--- config.mk ---
export PLATFORM = sky130hd
export DESIGN_NAME = sync_edge_stamp
export DESIGN_NICKNAME = d
export VERILOG_FILES = /design/src/rtl/sync_edge_stamp_pkg.sv /design/src/rtl/sync_glitch_filter.sv /design/src/rtl/sync_edge_stamp.sv
export SDC_FILE = /design/constraint.sdc
export NUM_CORES = 1
export LEC_CHECK = 0
export CORE_UTILIZATION = 45
export CTS_CLUSTER_SIZE = 25
export DETAILED_ROUTE_END_ITERATION = 8
export GPL_ROUTABILITY_DRIVEN = 0
export PLACE_DENSITY_LB_ADDON = 0.08
export SETUP_SLACK_MARGIN = 0.5
export SLEW_MARGIN = 5
export SYNTH_ARGS = -nofsm -noshare
export SYNTH_HDL_FRONTEND = slang
export SYNTH_SLANG_ARGS = --single-unit
--- constraint.sdc ---
create_clock -name clk -period 3.1 [get_ports clk]
set_input_delay 0.775 -clock clk [delete_from_list [all_inputs] [get_ports clk]]
set_output_delay 0.775 -clock clk [all_outputs]
set_load 0.05 [all_outputs]
--- src/rtl/sync_edge_stamp_pkg.sv ---
// rtl/sync_edge_stamp_pkg.sv - shared edge-select codes and helpers for sync_edge_stamp
//
// Purpose:
//   Edge-select encodings used by the EDGE_SEL parameter of sync_edge_stamp,
//   plus a helper that decides whether a level transition is a selected edge.
// Contents:
//   EDGE_RISE / EDGE_FALL / EDGE_BOTH : EDGE_SEL codes
//   edge_selected(sel, new_level)      : 1 when a change to new_level is an event
package sync_edge_stamp_pkg;

  localparam int EDGE_RISE = 0;
  localparam int EDGE_FALL = 1;
  localparam int EDGE_BOTH = 2;

  // A change always flips the level, so the new level alone tells rise from fall.
  function automatic logic edge_selected(input int sel, input logic new_level);
    logic hit;
    case (sel)
      EDGE_RISE: hit = new_level;
      EDGE_FALL: hit = ~new_level;
      default:   hit = 1'b1;
    endcase
    return hit;
  endfunction

endpackage

--- src/rtl/sync_glitch_filter.sv ---
// rtl/sync_glitch_filter.sv - N-sample persistence filter for a synchronised level
//
// Purpose:
//   Accepts a level change only after the input has differed from the current
//   filtered level for NFILT consecutive clocks. Shorter glitches are dropped.
// Ports:
//   clk    in   1  clock
//   rst_n  in   1  asynchronous active-low reset
//   in     in   1  synchronised level
//   level  out  1  filtered level (registered)
//   chg    out  1  high during the cycle whose clock edge flips level
module sync_glitch_filter
  import sync_edge_stamp_pkg::*;
#(
  parameter int   NFILT   = 4,
  parameter logic RST_LVL = 1'b0
) (
  input  logic clk,
  input  logic rst_n,
  input  logic in,
  output logic level,
  output logic chg
);

  localparam int             CW   = $clog2(NFILT + 1);
  localparam logic [CW-1:0]  LAST = CW'(NFILT - 1);

  logic [CW-1:0] count;

  // chg is decoded from the current state so the parent can register its
  // edge pulse on the very edge that updates level.
  assign chg = (in != level) && (count == LAST);

  always_ff @(posedge clk or negedge rst_n) begin
    if (!rst_n) begin
      level <= RST_LVL;
      count <= '0;
    end else if (in == level) begin
      count <= '0;
    end else if (chg) begin
      level <= in;
      count <= '0;
    end else begin
      count <= count + 1'b1;
    end
  end

endmodule

--- src/rtl/sync_edge_stamp.sv ---
// rtl/sync_edge_stamp.sv - filtered edge detector with timestamp, counter and event holding register
//
// Purpose:
//   Glitch-filters an already-synchronised level, detects the selected edge(s),
//   counts them and captures the system tick of each one into a single-entry
//   holding register read by the CPU with a valid/ack handshake. An event that
//   arrives while the register is still unread sets a sticky overrun flag and
//   is dropped (the oldest event is kept).
// Ports:
//   clk       in   1      clock
//   rst_n     in   1      asynchronous active-low reset
//   in_sync   in   1      synchronised level
//   ts        in   TS_W   free-running tick, sampled on accepted edges
//   level     out  1      filtered level
//   edge_p    out  1      one-cycle pulse per accepted selected edge
//   ev_valid  out  1      holding register contains an unread event
//   ev_ts     out  TS_W   timestamp of held event
//   ev_seq    out  CNT_W  edge_cnt value after held event
//   ev_ack    in   1      consumer has read the held event
//   edge_cnt  out  CNT_W  running count of accepted selected edges (wraps)
//   overrun   out  1      sticky: event lost because register was full
//   ovr_clr   in   1      clears overrun
module sync_edge_stamp
  import sync_edge_stamp_pkg::*;
#(
  parameter int   NFILT    = 4,
  parameter int   EDGE_SEL = EDGE_RISE,
  parameter int   TS_W     = 32,
  parameter int   CNT_W    = 16,
  parameter logic RST_LVL  = 1'b0
) (
  input  logic             clk,
  input  logic             rst_n,
  input  logic             in_sync,
  input  logic [TS_W-1:0]  ts,
  output logic             level,
  output logic             edge_p,
  output logic             ev_valid,
  output logic [TS_W-1:0]  ev_ts,
  output logic [CNT_W-1:0] ev_seq,
  input  logic             ev_ack,
  output logic [CNT_W-1:0] edge_cnt,
  output logic             overrun,
  input  logic             ovr_clr
);

  logic             chg;
  logic             accept;
  logic [CNT_W-1:0] cnt_next;

  sync_glitch_filter #(
    .NFILT   (NFILT),
    .RST_LVL (RST_LVL)
  ) u_filt (
    .clk   (clk),
    .rst_n (rst_n),
    .in    (in_sync),
    .level (level),
    .chg   (chg)
  );

  // On a change the new level is the inverse of the current one.
  assign accept   = chg && edge_selected(EDGE_SEL, ~level);
  assign cnt_next = edge_cnt + 1'b1;

  always_ff @(posedge clk or negedge rst_n) begin
    if (!rst_n) begin
      edge_p   <= 1'b0;
      edge_cnt <= '0;
      ev_valid <= 1'b0;
      ev_ts    <= '0;
      ev_seq   <= '0;
      overrun  <= 1'b0;
    end else begin
      edge_p <= accept;

      if (accept) begin
        edge_cnt <= cnt_next;
      end

      // An ack in the same cycle frees the slot, so the new event still lands.
      if (accept && (!ev_valid || ev_ack)) begin
        ev_valid <= 1'b1;
        ev_ts    <= ts;
        ev_seq   <= cnt_next;
      end else if (ev_ack) begin
        ev_valid <= 1'b0;
      end

      // Setting has priority over clearing so a coincident loss is never hidden.
      if (accept && ev_valid && !ev_ack) begin
        overrun <= 1'b1;
      end else if (ovr_clr) begin
        overrun <= 1'b0;
      end
    end
  end

endmodule
**Word-level counts from Yosys, hierarchy flattened**

Index checks and enable logic that the tools add are counted.

- Flip-flop bits (word level): 71
- Bits in latches: 0
- Bits in writable memories: 0
- Memory bits (read-only): 0
- Input port bits: 37
- Output and inout port bits: 68
- Logic and storage cells: 32
- Memories kept: 0

- Add/sub/neg operators: 2
- $mul: 0
- Div/mod/pow operators: 0
- Order comparisons: 0
- Equality and inequality tests: 3
- Shifts and indexed selects: 0
- Muxes and demuxes: 6
- Bitwise logic cells: 2
- Reductions and logical operators: 11

Operators by type and width:

| kind | count |
|---|---|
| 16-bit by 1-bit adder with 16-bit output, second input constant | 1 |
| 3-bit 2-to-1 mux | 2 |
| 1-bit logical AND | 5 |
| 1-bit 2-to-1 mux | 4 |
| 2-bit nonzero test | 2 |
| 3-bit by 1-bit adder with 3-bit output, second input constant | 1 |
| 3-bit by 2-bit == test with 1-bit output, second input constant | 1 |
| 1-bit logical NOT | 2 |
| 1-bit inverter | 2 |
| 2-bit AND reduction | 1 |
| 1-bit == test | 1 |
| 1-bit logical OR | 1 |
| 1-bit inequality test | 1 |

**Depth between registers and ports, before layout**

Gate-level depths: netlist of run 1.

- Depth after elaboration: 6
- Mapped depth: 8
- Depth with buffers taken out: 6

**Cells and area by module**

A second synthesis of run 1 with hierarchy kept.

- Cell total of the unflattened synthesis: 309
- Area, all modules: 3032.9 sq um

By module, submodules not included:

| module | instances | cells an instance | area each (sq um) | sequential area each (sq um) |
|---|---|---|---|---|
| sync_edge_stamp | 1 | 297 | 2860.2 | 1676.6 |
| sync_glitch_filter | 1 | 12 | 172.7 | 100.1 |

**Worst setup path after synthesis of run 1**

Ideal clock, no wire load.

- Path kind: register to register
- Start: register edge_cnt[0]
- End: register ev_seq[14]
- Setup time: 0.121 ns
- Arrival time: 1.718 ns
- Required time: 2.979 ns
- Setup slack: 1.261 ns
- Stages on the path, launching flop included: 6
- Path buffers: 0
- Clock period less this slack: 1.839 ns
- Cells stage by stage: dfrtp_1 > ha_1 > nand3_4 > nor4_4 > xnor2_1 > o21ai_2

- Cells in the longest elaborated chain, start to end: 1

RTL lines:

| what | line | RTL |
|---|---|---|
| from (decl) | sync_edge_stamp.sv:42 | `output logic [CNT_W-1:0] edge_cnt,` |
| from (signal assigned) | sync_edge_stamp.sv:78 | `edge_cnt <= cnt_next;` |
| 16-bit by 1-bit adder with 16-bit output | sync_edge_stamp.sv:64 | `assign cnt_next = edge_cnt + 1'b1;` |
| to (signal assigned) | sync_edge_stamp.sv:85 | `ev_seq <= cnt_next;` |
| to (decl) | sync_edge_stamp.sv:40 | `output logic [CNT_W-1:0] ev_seq,` |

Every way passes these cells.
A chain may end at the register's enable or synchronous reset.

**Worst setup path after layout of run 1**

- Start: register edge_cnt[4]
- End: output edge_cnt[4]

No word-level cell between the ends.

==> results of run 1 <==
## worst min path at each step
stage | from | end | slack, ns | cells after the start
global placement | u_filt.count[0] | u_filt.count[0] | 0.43 | 1
detailed placement | u_filt.count[0] | u_filt.count[0] | 0.43 | 1
global route | rst_n | ev_ts[6] | 0.44 | 1
floorplan | u_filt.count[0] | u_filt.count[0] | 0.42 | 1
finish | rst_n | ev_ts[6] | 0.40 | 1
CTS | rst_n | ev_ts[3] | 0.41 | 1
## cells by family (layout without fill, tap and decap cells)
group,after synthesis,count (layout),share of synthesized area
AO/OA/AOI/OAI,16,16,0.0290
XOR/XNOR,29,29,0.0795
adder cells (fa/ha/maj),2,2,0.00783
buffers and inverters,15,124,0.0313
flip-flops,71,71,0.556
multiplexers,34,34,0.154
AND/OR/NAND/NOR,69,69,0.143
## metal layers
layer,GRT usage,vias up
li1,-,1017
met1,0.281,1032
met2,0.282,67
met3,0.0419,9
met4,0.0864,0
met5,0,-
## registers in the layout (all words and copies together) (netlist names)
register / cells
ev_ts: 32
edge_cnt: 16
u_filt.level: 1
ev_seq: 16
edge_p: 1
overrun: 1
ev_valid: 1
u_filt.count: 3
## power groups by stage
| stage | Clock, mW | Sequential [mW] | Combinational [mW] |
|---|---|---|---|
| after floorplan | 0 | 2.21 | 0.432 |
| after global placement | 0 | 1.36 | 1.90 |
| after detailed placement | 0 | 1.37 | 1.92 |
| after CTS | 0.635 | 1.35 | 1.92 |
| after global routing | 0.666 | 1.39 | 1.99 |
| final | 0.620 | 1.35 | 1.91 |
## final cells by class
| type | instances | area [µm²] | area share |
|---|---|---|---|
| multi-input cells | 150 | 1320 | 0.296 |
| repair buffers | 107 | 1060 | 0.239 |
| clock inverters | 2 | 10.0 | 0.00225 |
| well taps | 96 | 120 | 0.0270 |
| clock buffers | 11 | 141 | 0.0318 |
| inverters | 4 | 20.0 | 0.00450 |
| flip-flops and latches | 71 | 1780 | 0.399 |
## cell usage in the layout, fill, tap and decap left out, drive strengths merged
cell type      count
and4               2
xnor2             22
nand3             11
nor2b              1
clkinv             3
and3               2
clkbuf            11
inv                3
nand2             30
clkdlybuf4s50    101
ha                 2
nor4               3
nand4              3
nor3               7
nor2               5
dfrtp             71
a211o              1
buf                4
o21ai             14
nor3b              2
mux2              34
xor2               7
nand4b             1
o22ai              1
nand2b             1
dlymetal6s2s       2
nand4bb            1
==> run summary, run 1 <==
- master cell of the clock root buffer: clkbuf_8
- leading cell types by total area after synthesis: dfrtp_1, mux2_4, xnor2_1
- Final Max Slew Viols: 0
- ordered list of cells on the worst path: clkdlybuf4s50_1
- met3 wirelength from detailed routing: 362 µm
- H-Tree Level Count: 3
- number of placement rows: 30
- Worst path max stage delay: 0.88 ns
- Comb pwr share: 0.492
- number of synthesized flops with an enable pin: 0
- top cell type's share of synthesized area: 0.556
- Worst path slowest cell: clkdlybuf4s50_1
- cell with the most instances after synthesis: dfrtp_1
- most common library cells after synthesis: dfrtp_1, mux2_4, nand2_1
- actual transition at the worst max-transition pin: 0.542 ns
- area leader, netlist: dfrtp_1
- number of placed instances, taps included: 428
- Crit path buffers/inverters: 1
- clock buffer count from CTS: 9
- area of the core: 0.00683 mm²
- register bit count reported by yosys: 71
- Critical Path Sink: edge_cnt[4]
- vias per std cell: 4.82
- maximum vdd ir drop: 0.354 mV
- async set-or-reset flop fraction in the synthesized netlist: 1.00
- antenna violations before repair: 0
- share of total power in sequential cells: 0.348
- pin count of the biggest net entering global routing: 65
- data required time at the worst endpoint: 2.32 ns
- final core utilization: 0.651
- most common flop cell mapped by yosys: dfrtp_1
- first-pass GRT wire length: 11100 µm
- post-route met1 wirelength: 3250 µm
- post-CTS setup buffers: 0
- fraction of final layout cells with drive strength greater than 1: 0.183
- clock tree from TritonCTS: done
- setup slack at placement: 0.589 ns
- routed wl met2: 2830 µm
- leakage power of the design: 2.04 nW
- area added between synthesis and finish: 39.3%
- Overflow after GRT: 0
- DRT antenna net count: 0
- crit path launch type: register
- source-to-sink clock delay at the later pin of the worst-skew pair: 0.34 ns
- tightest hold margin: 0.396 ns
- r2r startpoint: u_filt.count[0]
- internal power of the cells: 2.24 mW
- run status: complete, no violations
- Worst R2R Path Depth: 5
- number of top-level pins: 105
- Critical Path Stages: 1
- kind of critical path: reg2out
- signal arrival time at the worst endpoint: 1.77 ns
- number of global-route vias before repair: 2133
- synthesized net count: 275
- unrepaired setup endpoints after global routing: false
- clock slew seen by the registers of the worst setup and hold paths: 0.07 ns
- summed instance area of the synthesized netlist: 0.00320 mm²
- Initial Util: 0.468
- hold crit path type: in2async
- power share of the clock group: 0.160
- # diodes: 0
- Pre-antenna DRT Iters: 4
- half-perimeter wire length of the detailed placement result: 4420 µm
- Total Neg Setup Slack: 0 ns
- total of fill cells in the finished design: 572
- Final Worst Setup Slack: 0.557 ns
- Resized cells post-CTS: 0
- worst clock skew: 0.00742 ns
- Hold Vio Cnt, Final: 0
- number of clock sinks seen by CTS: 71
- maximum fanout count along the critical path: 8
- fraction of the yosys area taken by sequential cells: 0.556
- wire length per cell after detailed routing: 14.8 µm
- Syn Area/Cell: 13.5 µm²
- setup-violating endpoint count in the final report: 0
- post-synthesis cell count: 236
- full die area: 0.00744 mm²
- highest clock rate: 0.393 GHz
- Setup crit start: edge_cnt[4]
- highest metal layer used by the detailed router: met4
- die width: 86.3 µm
- DR DRC count: 0
- relative max-transition margin: 0.638
- nature of the critical path endpoint: output port
- number of nets in the finished design: 382
- Placement Cell Area: 0.00429 mm²
- library cells used by synthesis: 35
- post-route cell area: 0.00445 mm²
- quantity of hold-fixing buffers added after cts: 0
- reg-to-reg slack, setup: 1.25 ns
- power density over the cells: 872 mW/mm²
- Layout Cells excl Fill: 441
- overall power after layout: 3.88 mW
- vias post-DR: 2125
- total global routing track utilization: 0.195
- Port-buffer cells: 104
- yosys warns: 0
- Max clock buf depth: 2
- switching share of power: 0.423
- Min Clock Period, post-route: 2.54 ns
- die height: 86.3 µm
- Detailed Route WL: 6550 µm
- Final Cycle Share: 0.820
- end of the worst register-to-register path: ev_ts[1]
- cell family with the largest share of critical-path delay: buffers and inverters
- max capacitance violation total: 0
- Starting DRT DRC Count: 70
- switching power total: 1.64 mW
Note: power is estimated with default switching activity, not from simulation.
==> run 2: changes to the inputs <==
Clock period 3.1 ns to 2.5 ns, I/O delays scaled along.
==> run summary, run 2 (synthesis results as in run 1) <==
- Overflow after GRT: 0, unchanged
- Total Neg Setup Slack: 0 ns, unchanged
- number of top-level pins: 105, unchanged
- Pre-antenna DRT Iters: 4, unchanged
- end of the worst register-to-register path: ev_ts[2], was ev_ts[1]
- number of placed instances, taps included: 433, was 428
- maximum vdd ir drop: 0.452 mV, was 0.354 mV
- source-to-sink clock delay at the later pin of the worst-skew pair: 0.34 ns, about the same
- clock tree from TritonCTS: done, unchanged
- clock slew seen by the registers of the worst setup and hold paths: 0.07 ns, about the same
- fraction of final layout cells with drive strength greater than 1: 0.246, was 0.183
- # diodes: 0, unchanged
- unrepaired setup endpoints after global routing: false, unchanged
- DR DRC count: 0, unchanged
- clock buffer count from CTS: 9, unchanged
- relative max-transition margin: 0.652, was 0.638
- hold crit path type: in2async, unchanged
- flip-flop count of the largest register after layout: 32, unchanged
- reg-to-reg slack, setup: 0.81 ns, was 1.25 ns
- total global routing track utilization: 0.188, was 0.195
- DRT antenna net count: 0, unchanged
- wire length per cell after detailed routing: 14.8 µm, about the same
- vias post-DR: 2154, was 2125
- die width: 86.3 µm, unchanged
- full die area: 0.00744 mm², unchanged
- Port-buffer cells: 104, unchanged
- largest registers: ev_ts (32), edge_cnt (16), ev_seq (16), unchanged
- run status: complete, no violations, unchanged
- largest register by flop count: ev_ts, unchanged
- commonest non-fill, non-tap cells in the layout: dfrtp_1, dlygate4sd2_1, clkdlybuf4s50_1, was clkdlybuf4s50_1, dfrtp_1, mux2_4, nand2_1, xnor2_1
- half-perimeter wire length of the detailed placement result: 4460 µm, was 4420 µm
- nature of the critical path endpoint: register, was output port
- leakage power of the design: 2.26 nW, was 2.04 nW
- antenna violations before repair: 0, unchanged
- number of placement rows: 30, unchanged
- maximum fanout count along the critical path: 15, was 8
- setup slack at placement: 0.168 ns, was 0.589 ns
- max capacitance violation total: 0, unchanged
- vias per std cell: 4.79, was 4.82
- most common cell after layout, fill and taps aside: dfrtp_1, was clkdlybuf4s50_1
- Max clock buf depth: 2, unchanged
- final core utilization: 0.661, was 0.651
- H-Tree Level Count: 3, unchanged
- setup-violating endpoint count in the final report: 0, unchanged
- crit path launch type: input port, was register
- worst clock skew: 0.00590 ns, was 0.00742 ns
- Layout Cells excl Fill: 450, was 441
- first-pass GRT wire length: 10600 µm, was 11100 µm
- number of nets in the finished design: 389, was 382
- power density over the cells: 1060 mW/mm², was 872 mW/mm²
- actual transition at the worst max-transition pin: 0.523 ns, was 0.542 ns
- die height: 86.3 µm, unchanged
- Worst R2R Path Depth: 6, was 5
- area of the core: 0.00683 mm², unchanged
- quantity of hold-fixing buffers added after cts: 0, unchanged
- Hold Vio Cnt, Final: 0, unchanged
- Min Clock Period, post-route: 1.95 ns
- pin count of the biggest net entering global routing: 72, was 65
- Final Max Slew Viols: 0, unchanged
- Detailed Route WL: 6670 µm, was 6550 µm
- Initial Util: 0.468, unchanged
- data required time at the worst endpoint: 2.73 ns, was 2.32 ns
- signal arrival time at the worst endpoint: 2.18 ns, was 1.77 ns
- Final Cycle Share: 0.781
- r2r startpoint: u_filt.count[0], unchanged
- master cell of the clock root buffer: clkbuf_8, unchanged
- number of global-route vias before repair: 2118, was 2133
- Starting DRT DRC Count: 68, was 70
- number of clock sinks seen by CTS: 71, unchanged
- kind of critical path: in2reg, was reg2out
- overall power after layout: 4.77 mW, was 3.88 mW
- highest clock rate: 0.512 GHz
- Final Worst Setup Slack: 0.548 ns, was 0.557 ns
- area added between synthesis and finish: 41.3%, was 39.3%
run 2: cell count changes in the layout (fill, tap and decap cells not counted), sizes merged:
cell           delta
buf               +6
dlygate4sd2      +55
dlymetal6s2s      -2
nand2             +1
clkinv            +1
clkdlybuf4s50    -66
bufinv            +1
clkbuf            +3
clkdlybuf4s15    +10
run 2: worst max path at each step:
stage | endpoint | depth (start not counted) | slack [ns] | startpoint
6_report | ev_ts[31] | 5 | 0.55 | ev_ack
5_1_grt | ev_ts[10] | 5 | 0.51 | ev_ack
3_5_place_dp | ev_ts[31] | 6 | 0.17 | in_sync
4_1_cts | edge_cnt[2] | 1 | 0.35 | edge_cnt[2]
3_3_place_gp | ev_ts[18] | 6 | 0.20 | in_sync
2_1_floorplan | ev_seq[14] | 5 | 0.66 | edge_cnt[0]
run 2: layout make-up:
cell class | count | area, µm²
Tap cell | 96 | 120
Timing Repair Buffer | 113 | 1070
Inverter | 4 | 20.0
Fill cell | 573 | 2320
Sequential cell | 71 | 1780
Clock buffer | 11 | 151
Clock inverter | 4 | 45.0
Multi-Input combinational cell | 151 | 1330
run 2: repair_timing:
item / in CTS / in global routing
cloned: 0 / 1
pin swaps: 0 / 1
endpoints found under the hold margin: 0 / 0
gates resized for setup: 89 / 6
endpoints found under the setup margin: 68 / 19
buffers inserted: 0 / 1
run 2: critical path, cell delays in order:
cell	delay, ns
clkdlybuf4s50_1	0.45
nand2b_1	0.36
nand2_8	0.22
buf_4	0.22
mux2_4	0.30
run 2: layer usage:
| layer | vias to the layer above | global-route usage | share of wire |
|---|---|---|---|
| li1 | 1039 | - | - |
| met3 | 7 | 0.0495 | 0.058 |
| met5 | - | 0 | 0 |
| met4 | 0 | 0.0909 | 0.015 |
| met1 | 1040 | 0.261 | 0.47 |
| met2 | 68 | 0.273 | 0.45 |
run 2: power breakdown:
group	switching, mW	internal [mW]	leakage, nW
Sequential	0.181	1.47	0.929
Clock	0.410	0.505	0.105
Combinational	1.45	0.757	1.23
run 2: through the flow:
stage	hold slack, ns	area [µm²]
6_report	0.283	4510
5_1_grt	0.327	4510
4_1_cts	0.309	4490
3_5_place_dp	0.435	4360
3_3_place_gp	0.430	4360
2_1_floorplan	0.329	3200
==> run 3: changes to the inputs <==
Settings changed: CORE_UTILIZATION 45 to 41.
Clock period 2.5 ns to 1.79 ns, I/O delays scaled along.
==> run summary, run 3 (synthesis results as in run 1) <==
- met2 Use GR: 0.332, was 0.273
- maximum vdd ir drop: 0.824 mV, was 0.452 mV
- die width: 90.3 µm, was 86.3 µm
- Setup crit start: u_filt.count[0], was ev_ack
- half-perimeter wire length of the detailed placement result: 4820 µm, was 4460 µm
- Initial Util: 0.431, was 0.468
- met1 track demand over resource: 0.283, was 0.261
- DRT antenna net count: 0, unchanged
- source-to-sink clock delay at the later pin of the worst-skew pair: 0.35 ns, was 0.34 ns
- largest registers: ev_ts (32), edge_cnt (16), ev_seq (16), unchanged
- ordered list of cells on the worst path: ha_2 -> nand4bb_1 -> buf_6 -> buf_12 -> nor3_4 -> nand2_1 -> xnor2_1, was clkdlybuf4s50_1 -> nand2b_1 -> nand2_8 -> buf_4 -> mux2_4
- vias post-DR: 2587, was 2154
- Detailed Route WL: 8880 µm, was 6670 µm
- data required time at the worst endpoint: 2.05 ns, was 2.73 ns
- largest register by flop count: ev_ts, unchanged
- Worst path slowest cell: dfrtp_1, was clkdlybuf4s50_1
- Total Neg Setup Slack: 0 ns, unchanged
- fraction of final layout cells with drive strength greater than 1: 0.655, was 0.246
- clock tree from TritonCTS: done, unchanged
- full die area: 0.00815 mm², was 0.00744 mm²
- power density over the cells: 1370 mW/mm², was 1060 mW/mm²
- Hold Vio Cnt, Final: 0, unchanged
- clock slew seen by the registers of the worst setup and hold paths: 0.08 ns, was 0.07 ns
- crit path launch type: register, was input port
- antenna violations before repair: 0, unchanged
- Min Clock Period, post-route: 1.61 ns
- first-pass GRT wire length: 13200 µm, was 10600 µm
- DR DRC count: 0, unchanged
- area added between synthesis and finish: 87.1%, was 41.3%
- nature of the critical path endpoint: register, unchanged
- H-Tree Level Count: 3, unchanged
- commonest non-fill, non-tap cells in the layout: buf_4, buf_6, dfrtp_1, was dfrtp_1, dlygate4sd2_1, clkdlybuf4s50_1
- highest clock rate: 0.621 GHz
- hold crit path type: in2async, unchanged
- worst clock skew: 0.0119 ns, was 0.00590 ns
- Worst path max stage delay: 0.36 ns, was 0.45 ns
- master cell of the clock root buffer: clkbuf_8, unchanged
- Pre-antenna DRT Iters: 4, unchanged
- die height: 90.3 µm, was 86.3 µm
- Final Max Slew Viols: 0, unchanged
- number of clock sinks seen by CTS: 71, unchanged
- Overflow after GRT: 0, unchanged
- clock buffer count from CTS: 9, unchanged
- unrepaired setup endpoints after global routing: true, was false
- flip-flop count of the largest register after layout: 32, unchanged
- # diodes: 0, unchanged
- global route hottest layer: met2, unchanged
- Placement Cell Area: 0.00451 mm², was 0.00436 mm²
- total global routing track utilization: 0.211, was 0.188
- GR Util met3: 0.0513, was 0.0495
- number of top-level pins: 105, unchanged
- max capacitance violation total: 0, unchanged
- number of nets in the finished design: 484, was 389
- leakage power of the design: 2.93 nW, was 2.26 nW
- signal arrival time at the worst endpoint: 1.87 ns, was 2.18 ns
- r2r startpoint: u_filt.count[0], unchanged
- actual transition at the worst max-transition pin: 0.578 ns, was 0.523 ns
- wire length per cell after detailed routing: 16.2 µm, was 14.8 µm
- post-route cell area: 0.00598 mm², was 0.00451 mm²
- vias per std cell: 4.72, was 4.79
- Max clock buf depth: 2, unchanged
- kind of critical path: reg2reg, was in2reg
- most common cell after layout, fill and taps aside: buf_4, was dfrtp_1
- setup-violating endpoint count in the final report: 0, unchanged
- number of global-route vias before repair: 2531, was 2118
- relative max-transition margin: 0.615, was 0.652
- run status: complete, no violations, unchanged
- Final Cycle Share: 0.900
- number of placement rows: 31, was 30
- Starting DRT DRC Count: 80, was 68
- area of the core: 0.00741 mm², was 0.00683 mm²
- Port-buffer cells: 104, unchanged
- maximum fanout count along the critical path: 5, was 15
- pin count of the biggest net entering global routing: 21, was 72
[run 3: layout make-up]
cell class / instances / area [µm²]
timing repair buffer: 208 / 2230
sequential: 71 / 1800
multi-input combinational: 151 / 1590
fill: 413 / 1430
clock buffer: 13 / 169
tap: 99 / 124
clock inverter: 2 / 38.8
inverter: 4 / 27.5
[run 3: final timing paths]
| check | depth (start not counted) | slack [ns] | to |
|---|---|---|---|
| max in group asynchronous | 2 | 1.05 | ev_ts[26] |
| min in group clk | 2 | 0.52 | ev_seq[0] |
| hold / removal | 1 | 0.09 | ev_ts[6] |
| setup / recovery | 7 | 0.18 | edge_cnt[15] |
| hold reg to reg | 2 | 0.52 | ev_seq[0] |
| setup reg to reg | 7 | 0.18 | edge_cnt[15] |
[run 3: stage by stage]
stage          hold slack (ns)  std cells   util  power, mW  worst slack, ns
2_1_floorplan            0.152        236      -       4.64            0.181
3_3_place_gp             0.432        442  0.609       5.68           -0.181
3_5_place_dp             0.446        442  0.609       5.72           -0.201
4_1_cts                 0.0883        516  0.754       7.86            0.184
5_1_grt                  0.110        548  0.807       8.50           0.0553
6_report                0.0897        548  0.807       8.19            0.179
[run 3: where the power goes]
part / switching [mW] / internal (mW) / leakage [nW]
Sequential: 0.377 / 2.06 / 0.907
Clock: 0.599 / 0.754 / 0.106
Combinational: 2.25 / 2.14 / 1.92
Total: 3.23 / 4.96 / 2.93
[run 3: timing repair]
item                                    in CTS  in global routing
setup buffers                               56                 32
hold buffers                                 0                  0
cloned                                       3                  0
endpoints found under the setup margin     131                136
pin swaps                                   17                 16
gates resized for setup                    100                 40
[run 3: critical path: cells and delay by family (launching register included)]
family	cells	cell delay, ns
buf+inv	2	0.29
fa+ha+maj	1	0.20
simple gates	3	0.47
xor+xnor	1	0.21
flops	1	0.36
[run 3: per-layer routing]
layer,wire [µm],share of wire
met3,419,0.047
met5,0,0
met4,147,0.017
met1,3890,0.44
met2,4430,0.50
